### config.mk
export PLATFORM = sky130hd
export DESIGN_NAME = keypad_entry_scanner_flat
export DESIGN_NICKNAME = d
export VERILOG_FILES = /design/src/rtl/keypad_entry_scanner_if.sv /design/src/rtl/keypad_entry_scanner.sv /design/src/flat_wrapper.sv
export SDC_FILE = /design/constraint.sdc
export NUM_CORES = 1
export LEC_CHECK = 0
export CAP_MARGIN = 20
export CORE_UTILIZATION = 55
export DETAILED_ROUTE_END_ITERATION = 7
export GPL_ROUTABILITY_DRIVEN = 0
export PLACE_DENSITY = 0.79
export SETUP_SLACK_MARGIN = 0.5
export SLEW_MARGIN = 20
export SYNTH_ARGS = -nofsm -noshare
export SYNTH_HDL_FRONTEND = slang
export SYNTH_SLANG_ARGS = --single-unit
### constraint.sdc
create_clock -name clk -period 10.4 [get_ports clk]
set_clock_uncertainty 0.05 [all_clocks]
set_input_delay 1.04 -clock clk [delete_from_list [all_inputs] [get_ports clk]]
set_output_delay 1.04 -clock clk [all_outputs]
set_load 0.05 [all_outputs]
### src/rtl/keypad_entry_scanner_if.sv
// Keypad/display-side signal bundle for keypad_entry_scanner.
// KEYPAD_LAST_KEY_EN adds key_code/key_strobe.
interface keypad_entry_scanner_if;
  logic [3:0]  row;
  logic [3:0]  col;
  logic [12:0] num;
  logic [12:0] entered_num;
  logic        entered_valid;
  logic        overflow;
`ifdef KEYPAD_LAST_KEY_EN
  logic [3:0]  key_code;
  logic        key_strobe;

  modport slave  (input row, output col, num, entered_num, entered_valid, overflow, key_code, key_strobe);
  modport master (output row, input col, num, entered_num, entered_valid, overflow, key_code, key_strobe);
`else
  modport slave  (input row, output col, num, entered_num, entered_valid, overflow);
  modport master (output row, input col, num, entered_num, entered_valid, overflow);
`endif
endinterface

### src/rtl/keypad_entry_scanner.sv
// 4x4 keypad scanner: column scan, press/release debounce, decimal entry with commit on '#'.
// Optional last-key outputs enabled by defining KEYPAD_LAST_KEY_EN.
module keypad_entry_scanner #(
  parameter int unsigned SCAN_DIV     = 100000,
  parameter int unsigned DEBOUNCE_CNT = 500000
) (
  input  logic                    clk,
  input  logic                    rst_n,
  keypad_entry_scanner_if.slave   kp
);

  localparam int unsigned CNT_MAX = (SCAN_DIV > DEBOUNCE_CNT) ? SCAN_DIV : DEBOUNCE_CNT;
  localparam int unsigned CNT_W   = $clog2(CNT_MAX);
  localparam int unsigned NUM_W   = 13;
  localparam int unsigned SUM_W   = 17;

  typedef enum logic [1:0] {ST_SCAN, ST_DEBOUNCE, ST_ACT, ST_RELEASE} state_e;

  state_e             state_q, state_d;
  logic [CNT_W-1:0]   cnt_q, cnt_d;
  logic [1:0]         col_idx_q, col_idx_d;
  logic [1:0]         row_idx_q, row_idx_d;
  logic [3:0]         col_q, col_d;
  logic [NUM_W-1:0]   num_q, num_d;
  logic [NUM_W-1:0]   entered_num_q, entered_num_d;
  logic               entered_valid_q, entered_valid_d;
  logic               overflow_q, overflow_d;
  logic [3:0]         row_s1_q, rs_q;
  logic [3:0]         key_code_q, key_code_d;
  logic               key_strobe_q, key_strobe_d;

  logic [3:0]         key_c;
  logic [3:0]         digit_c;
  logic [SUM_W-1:0]   sum_c;
  logic [3:0]         row_pat_c;
  logic [1:0]         row_enc_c;

  // Two-flop synchronizer for the asynchronous row inputs
  always_ff @(posedge clk or negedge rst_n) begin
    if (!rst_n) begin
      row_s1_q <= 4'hF;
      rs_q     <= 4'hF;
    end else begin
      row_s1_q <= kp.row;
      rs_q     <= row_s1_q;
    end
  end

  assign key_c     = {row_idx_q, col_idx_q};
  assign digit_c   = (key_c == 4'd13) ? 4'd0 : 4'(row_idx_q) * 4'd3 + 4'(col_idx_q) + 4'd1;
  assign sum_c     = SUM_W'(num_q) * SUM_W'(10) + SUM_W'(digit_c);
  assign row_pat_c = ~(4'b0001 << row_idx_q);

  always_comb begin
    row_enc_c = 2'd0;
    case (~rs_q)
      4'b0010: row_enc_c = 2'd1;
      4'b0100: row_enc_c = 2'd2;
      4'b1000: row_enc_c = 2'd3;
      default: row_enc_c = 2'd0;
    endcase
  end

  // Next-state and action logic
  always_comb begin
    state_d         = state_q;
    cnt_d           = cnt_q;
    col_idx_d       = col_idx_q;
    row_idx_d       = row_idx_q;
    num_d           = num_q;
    entered_num_d   = entered_num_q;
    entered_valid_d = 1'b0;
    overflow_d      = 1'b0;
    key_code_d      = key_code_q;
    key_strobe_d    = 1'b0;

    case (state_q)
      ST_SCAN: begin
        if (cnt_q == CNT_W'(SCAN_DIV - 1)) begin
          cnt_d = '0;
          // Ghosting (several rows low) is treated like no key
          if ($onehot(~rs_q)) begin
            row_idx_d = row_enc_c;
            state_d   = ST_DEBOUNCE;
          end else begin
            col_idx_d = col_idx_q + 2'd1;
          end
        end else begin
          cnt_d = cnt_q + CNT_W'(1);
        end
      end
      ST_DEBOUNCE: begin
        if (rs_q == row_pat_c) begin
          if (cnt_q == CNT_W'(DEBOUNCE_CNT - 1)) begin
            cnt_d   = '0;
            state_d = ST_ACT;
          end else begin
            cnt_d = cnt_q + CNT_W'(1);
          end
        end else begin
          cnt_d     = '0;
          col_idx_d = col_idx_q + 2'd1;
          state_d   = ST_SCAN;
        end
      end
      ST_ACT: begin
        key_code_d   = key_c;
        key_strobe_d = 1'b1;
        case (key_c)
          4'd3:  num_d = num_q / NUM_W'(10);
          4'd12: num_d = '0;
          4'd14: begin
            entered_num_d   = num_q;
            entered_valid_d = 1'b1;
          end
          4'd7, 4'd11, 4'd15: ;
          default: begin
            if (sum_c <= SUM_W'(8191)) num_d = NUM_W'(sum_c);
            else                       overflow_d = 1'b1;
          end
        endcase
        cnt_d   = '0;
        state_d = ST_RELEASE;
      end
      ST_RELEASE: begin
        if (rs_q == 4'hF) begin
          if (cnt_q == CNT_W'(DEBOUNCE_CNT - 1)) begin
            cnt_d     = '0;
            col_idx_d = col_idx_q + 2'd1;
            state_d   = ST_SCAN;
          end else begin
            cnt_d = cnt_q + CNT_W'(1);
          end
        end else begin
          cnt_d = '0;
        end
      end
      default: begin
        cnt_d   = '0;
        state_d = ST_SCAN;
      end
    endcase

    col_d = ~(4'b0001 << col_idx_d);
  end

  always_ff @(posedge clk or negedge rst_n) begin
    if (!rst_n) begin
      state_q         <= ST_SCAN;
      cnt_q           <= '0;
      col_idx_q       <= 2'd0;
      row_idx_q       <= 2'd0;
      col_q           <= 4'b1110;
      num_q           <= '0;
      entered_num_q   <= '0;
      entered_valid_q <= 1'b0;
      overflow_q      <= 1'b0;
      key_code_q      <= 4'd0;
      key_strobe_q    <= 1'b0;
    end else begin
      state_q         <= state_d;
      cnt_q           <= cnt_d;
      col_idx_q       <= col_idx_d;
      row_idx_q       <= row_idx_d;
      col_q           <= col_d;
      num_q           <= num_d;
      entered_num_q   <= entered_num_d;
      entered_valid_q <= entered_valid_d;
      overflow_q      <= overflow_d;
      key_code_q      <= key_code_d;
      key_strobe_q    <= key_strobe_d;
    end
  end

  assign kp.col           = col_q;
  assign kp.num           = num_q;
  assign kp.entered_num   = entered_num_q;
  assign kp.entered_valid = entered_valid_q;
  assign kp.overflow      = overflow_q;
`ifdef KEYPAD_LAST_KEY_EN
  assign kp.key_code      = key_code_q;
  assign kp.key_strobe    = key_strobe_q;
`endif

endmodule

### src/flat_wrapper.sv
// flat-port wrapper written by rule: the top's interface ports become plain ports
module keypad_entry_scanner_flat 
#(
  parameter int unsigned SCAN_DIV     = 100000,
  parameter int unsigned DEBOUNCE_CNT = 500000
)
  (clk, rst_n, kp_row, kp_col, kp_num, kp_entered_num, kp_entered_valid, kp_overflow);
  keypad_entry_scanner_if kp_i ();
  input  logic clk;
  input  logic rst_n;
  input wire logic [$bits(kp_i.row)-1:0] kp_row;
  output wire logic [$bits(kp_i.col)-1:0] kp_col;
  output wire logic [$bits(kp_i.num)-1:0] kp_num;
  output wire logic [$bits(kp_i.entered_num)-1:0] kp_entered_num;
  output wire logic [$bits(kp_i.entered_valid)-1:0] kp_entered_valid;
  output wire logic [$bits(kp_i.overflow)-1:0] kp_overflow;
  assign kp_i.row = kp_row;
  assign kp_col = kp_i.col;
  assign kp_num = kp_i.num;
  assign kp_entered_num = kp_i.entered_num;
  assign kp_entered_valid = kp_i.entered_valid;
  assign kp_overflow = kp_i.overflow;
  keypad_entry_scanner #(.SCAN_DIV(SCAN_DIV), .DEBOUNCE_CNT(DEBOUNCE_CNT)) u_core (.clk(clk), .rst_n(rst_n), .kp(kp_i));
endmodule
==> out/qor.yml, run 1 <==
run_status:
  outcome: "finished with violations"
  violations: "DRC"
timing:
  setup_tns_ns: 0
  max_freq_mhz: 211.5
  setup_violations: 0
  holdWs_ns: 0.3070
  rsz0062_at_grt: "no"
  maxSlewHeadroom: 0.3034
  worstMarginPinSlew_ns: 1.045
  drv_slew: 0
  finalCritPeriodShare: 0.4546
  hold_viol_final: 0
  period_minus_slack_ns: 4.728
cells_and_area:
  drive_above_1_share: 0.08786
  post-route-util: 0.6261
  nets: 677
  syn_to_final_growth_pct: 10.36
  fin_cells: 737
  diodes: 0
clock_tree:
  h-tree-depth: 3
  cts_resized: 0
  cts_setup_buffers: 0
  max-clock-path-buffers: 2
  clk_latency_ns: 0.35
  numCtsBuffers: 9
  cts_tree: "yes"
  cts_root_buf: "clkbuf_8"
  hold_buffers: 0
  cts_num_sinks: 65
  clkSlewWorstSetupHoldPaths_ns: 0.07
flow_run:
  drv_cap: 0
global_routing:
  overflow: 0
  grt_max_degree: 66
  antenna_found_initial: 0
  grt_pass1_vias: 4365
  grt_usage: 0.2525
  grt_pass1_wl_um: 19990
synth:
  synthesis.area_sq_um: 5218
  yosysSeqAreaShare: 0.3144
  async_flop_share: 1.000
  ys_ff_latch: 65
  synth.avg_cell_area_sq_um: 8.667
  synth_fp_nets: 658
  ys_warn_count: 0
  ys_dominant_reg_cell: "dfrtp_1"
  synth_cell_type_count: 75
  synthCells: 602
  synth_edf_count: 0
worst_setup_path:
  setup.worst_path.start_class: "flip-flop"
  required_ns: 10.56
  r2r_cells: 15
  crit_type: "reg2reg"
  cp_common_cell: "fa_1"
  max_stage_delay_ns: 0.69
  worst_ep_arrival_time_ns: 4.89
  cp_max_fo: 25
  slowest_stage: "o22a_1"
  worstPathCellList: "fa_1 > inv_1 > fa_1 > xor2_1 > a21oi_1 > fa_1 > a21o_1 > nand2_1 > nor3_1 > nand3_1 > nor4_1 > mux2i_1 > o22a_1 > mux2i_1 > a41oi_1"
  endpoint_kind: "flip-flop"
power_and_ir_drop:
  power_density_nw_per_um2: 80.55
  p_leak_nw: 2.540
  ir_drop_mv: 0.08061
  power.total_mw: 0.4638
routing:
  ant_nets: 0
  drtIter0Drc: 195
  drc: 2
  vias: 4530
  post_drt_via_cell_ratio: 6.147
  routed_wl_um: 11960
  dr.pass1.iters: 7
  routedWlPerCell_um: 16.23
hold_path:
  min_path_type: "reg2reg"
  hold-path-cell-count: 0
place:
  port-buffer-count: 37
  place_hpwl_um: 8594
  place_inst: 721
floorplan:
  start_util: 0.5673
  dieHeight_um: 99.40
  dieWidth_um: 99.40
  fp-row-count: 35
  die-area_sq_um: 9880
  io_pins: 38
  core_sq_um: 9196
[cell usage after synthesis, drive strengths merged (2+ instances only)]
master   n  share of area
nor3b    4         0.0058
o22a     2         0.0034
a22oi    6         0.0096
o211ai   4         0.0058
a221o    2         0.0038
fa       5          0.019
o21ai   37          0.035
and3b    3         0.0050
xnor2   19          0.032
and3     7         0.0084
or2      2         0.0029
a21oi   35          0.034
nor3    11          0.011
clkbuf  15          0.011
a22o     3         0.0050
nand3   20          0.020
o22ai    6         0.0072
a211oi   8          0.016
o221ai   3         0.0074
nor4     5         0.0072
inv     19          0.014
a31oi    7         0.0084
nand2b   9          0.011
xor2    24          0.042
a221oi   2         0.0058
dfstp   11          0.055
a41oi    2         0.0034
dfrtp   54           0.26
nor2b    9          0.011
nand2   82          0.059
a32oi    5          0.011
and4     2         0.0034
ha      45           0.11
nor4b    4         0.0067
mux2i    6          0.012
mux2     3         0.0065
nand4    5         0.0060
and2     5         0.0060
a21o     8          0.012
o21a     2         0.0029
nor2    58          0.044
and4bb   2         0.0048
clkinv   3         0.0022
o31ai    7          0.010
buf     15          0.018
[power breakdown]
part	total, mW	internal (mW)	switching (mW)
Clock	0.194	0.0931	0.101
Sequential	0.257	0.256	0.00124
Combinational	0.0129	0.00459	0.00834
[flip-flops by register name, indices dropped and copies added, names as in the netlist, named ones only]
register and count:
u_core.cnt_q 19, u_core.kp.entered_num 13, u_core.kp.num 13, u_core.kp.col 4
u_core.row_s1_q 4, u_core.rs_q 4, u_core.col_idx_q 2, u_core.row_idx_q 2
u_core.kp.entered_valid 1, u_core.kp.overflow 1, u_core.state_q 1
[worst max-delay path: cells and delay by family (launching register included)]
kind | cells | cell delay (ns)
adder cells (fa/ha/maj) | 3 | 1.26
AO/OA/AOI/OAI | 4 | 1.15
AND/OR/NAND/NOR | 4 | 0.88
multiplexers | 2 | 0.56
flip-flops | 1 | 0.46
XOR/XNOR | 1 | 0.16
buffers and inverters | 1 | 0.06
[layer usage]
metal | GRT usage | wire length (um)
met1 | 0.2926 | 4828
met2 | 0.4605 | 6245
met3 | 0.04287 | 602
met4 | 0.1052 | 286
met5 | 0 | 0
[through the flow]
stage | area, sq um | worst slack [ns]
finish | 5758 | 5.672
global route | 5758 | 5.248
CTS | 5758 | 5.674
detailed placement | 5578 | 5.720
global placement | 5578 | 5.951
floorplan | 5218 | 6.264
[worst paths after layout]
kind                                     startpoint                        to  slack [ns]
worst max-delay path            u_core.row_idx_q[0]          u_core.kp.num[1]        5.67
worst min-delay path             u_core.row_s1_q[0]            u_core.rs_q[0]        0.31
max in group asynchronous                     rst_n        u_core.kp.overflow        8.99
worst max register to register  u_core.row_idx_q[0]          u_core.kp.num[1]        5.67
worst min register to register   u_core.row_s1_q[0]            u_core.rs_q[0]        0.31
min in group asynchronous                     rst_n  u_core.kp.entered_num[3]        0.79
[layout make-up]
class                   count  area, sq um
multi-input cells         485         3343
repair buffers             38        372.9
clock inverters             6        42.54
well taps                 111        138.9
clock buffers              10        137.6
inverters                  22        82.58
fillers                   786         3438
flip-flops and latches     65         1640
[cells in the final DEF, fill, tap and decap left out, types with 23 or more instances in the layout]
cell / Yosys / layout
o21ai_0: 31 / 31
nand2_1: 82 / 82
clkdlybuf4s50_1: 0 / 36
a21oi_1: 35 / 35
nor2_1: 56 / 56
xor2_1: 23 / 23
dfrtp_1: 54 / 54
ha_1: 45 / 45
[cell families (layout without fill, tap and decap cells)]
family	Yosys count	in the layout	share of synthesized area
AO/OA/AOI/OAI	147	147	0.1962
XOR/XNOR	43	43	0.07362
adder cells (fa/ha/maj)	51	51	0.1290
buffers and inverters	52	76	0.04484
flip-flops	65	65	0.3144
multiplexers	9	9	0.01799
AND/OR/NAND/NOR	235	235	0.2240
(Power assumes the default switching activity.)
==> run 2: changes to the inputs <==
- clock period: 10.4 -> 4.5 ns (I/O delays scaled with it)
==> out/qor.yml, run 2 (synthesis results as in run 1) <==
run_status:
  outcome: "finished with violations"
  violations: "DRC"
worst_setup_path:
  r2r_cells: 15
  setup.worst_path.start_class: "flip-flop"
  cp_common_cell: "fa_2"
  timing.rr.start: "u_core.row_idx_q[1]"
  crit_buf_inv: 2
  rr_endpoint: "u_core.kp.num[11]"
  worst_ep_arrival_time_ns: 4.02
  slowest_stage: "fa_1"
  endpoint_kind: "flip-flop"
  path_delay_family: "adder cells"
  cp_max_fo: 11
  max_stage_delay_ns: 0.57
  cp-startpoint: "u_core.row_idx_q[1]"
  required_ns: 4.69
  crit_type: "reg2reg"
  r2r_setup_slack_ns: 0.67
  cp-endpoint: "u_core.kp.num[11]"
  path_depth: 15
  worstPathCellList: "fa_1 > inv_1 > fa_2 > a21oi_2 > ha_2 > fa_2 > a21o_1 > nand2_2 > nor3_4 > nand3_2 > nor4_4 > mux2i_1 > o22a_1 > bufbuf_16 > o31ai_1"
timing:
  setup_violations: 0
  drv_slew: 0
  period_minus_slack_ns: 3.834
  max_freq_mhz: 260.8
  maxSlewHeadroom: 0.4667
  rsz0062_at_grt: "yes"
  finalCritPeriodShare: 0.8519
  worstMarginPinSlew_ns: 0.7999
  hold_viol_final: 0
  setup_tns_ns: 0
cells_and_area:
  top_register: "u_core.cnt_q"
  drive_above_1_share: 0.1395
  nets: 696
  most-common-layout-cells: "81 x nand2_1, 56 x nor2_1, 50 x dfrtp_1"
  final_common_cell: "nand2_1"
  largest_reg_flops: 19
  fin_cells: 756
  diodes: 0
  syn_to_final_growth_pct: 17.03
  final.fill_count: 715
clock_tree:
  hold_buffers: 0
  numCtsBuffers: 9
  cts_root_buf: "clkbuf_8"
  clk_latency_ns: 0.35
  h-tree-depth: 3
  clkSlewWorstSetupHoldPaths_ns: 0.07
  cts_tree: "yes"
  cts_num_sinks: 65
  max-clock-path-buffers: 2
power_and_ir_drop:
  ir_drop_mv: 0.2101
  power_density_nw_per_um2: 204.9
  p_leak_nw: 2.743
  power.total_mw: 1.251
global_routing:
  grt_pass1_wl_um: 21910
  grt_pass1_vias: 4602
  grt_usage: 0.2777
  antenna_found_initial: 0
  grt_max_degree: 41
  overflow: 0
flow_run:
  drv_cap: 0
floorplan:
  core_sq_um: 9196
  dieWidth_um: 99.40
  io_pins: 38
  die-area_sq_um: 9880
  fp-row-count: 35
  start_util: 0.5673
  dieHeight_um: 99.40
routing:
  ant_nets: 0
  dr.pass1.iters: 7
  drtIter0Drc: 305
  drc: 2
  post_drt_via_cell_ratio: 6.176
  routedWlPerCell_um: 17.25
  routed_wl_um: 13040
  vias: 4669
place:
  port-buffer-count: 37
  place_inst: 729
  place_hpwl_um: 9010
hold_path:
  min_path_type: "in2async"
run 2: what timing repair did:
action | 4_1_cts | 5_1_grt
setup buffers | 5 | 4
cloned | 2 | 0
gates resized for setup | 11 | 10
endpoints found under the setup margin | 13 | 13
pin swaps | 6 | 2
endpoints found under the hold margin | 0 | 0
run 2: worst min path at each step:
stage	startpoint	endpoint	slack [ns]	cells after the start
final	rst_n	u_core.kp.entered_num[11]	0.04	1
after global routing	rst_n	u_core.kp.entered_num[11]	0.07	1
after CTS	rst_n	u_core.kp.entered_num[10]	0.05	1
after detailed placement	u_core.row_s1_q[0]	u_core.rs_q[0]	0.30	0
after global placement	u_core.row_s1_q[3]	u_core.rs_q[3]	0.30	0
after floorplan	rst_n	async pin	0.10	0
run 2: area by class of cell:
type / count / area [sq um] / area share
Inverter: 22 / 82.58 / 0.01352
Tap cell: 111 / 138.9 / 0.02275
Multi-Input combinational cell: 485 / 3412 / 0.5588
Clock buffer: 12 / 155.1 / 0.02541
Timing Repair Buffer: 57 / 573.1 / 0.09385
Clock inverter: 4 / 98.84 / 0.01619
Sequential cell: 65 / 1645 / 0.2695
run 2: layer usage:
| metal | part of all wire | track usage | up-vias |
|---|---|---|---|
| li1 | - | - | 2219 |
| met1 | 0.40 | 0.3247 | 2263 |
| met2 | 0.52 | 0.4979 | 145 |
| met3 | 0.044 | 0.03935 | 42 |
| met4 | 0.038 | 0.1391 | 0 |
| met5 | 0 | 0 | - |
run 2: report_power, final:
group | internal, mW | switching, mW
Combinational | 0.0105 | 0.0192
Clock | 0.400 | 0.228
Sequential | 0.591 | 0.00291
Total | 1.00 | 0.250
run 2: metrics by stage:
step | area (sq um) | utilization | hold slack (ns) | worst slack [ns]
detailed placement | 5638 | 0.6131 | 0.2978 | 0.2159
CTS | 6033 | 0.6561 | 0.04598 | 0.5244
global route | 6106 | 0.6639 | 0.06674 | 0.4637
finish | 6106 | 0.6639 | 0.04070 | 0.6663
global placement | 5638 | 0.6131 | 0.2955 | 0.3707
floorplan | 5221 | - | 0.1044 | 0.5515
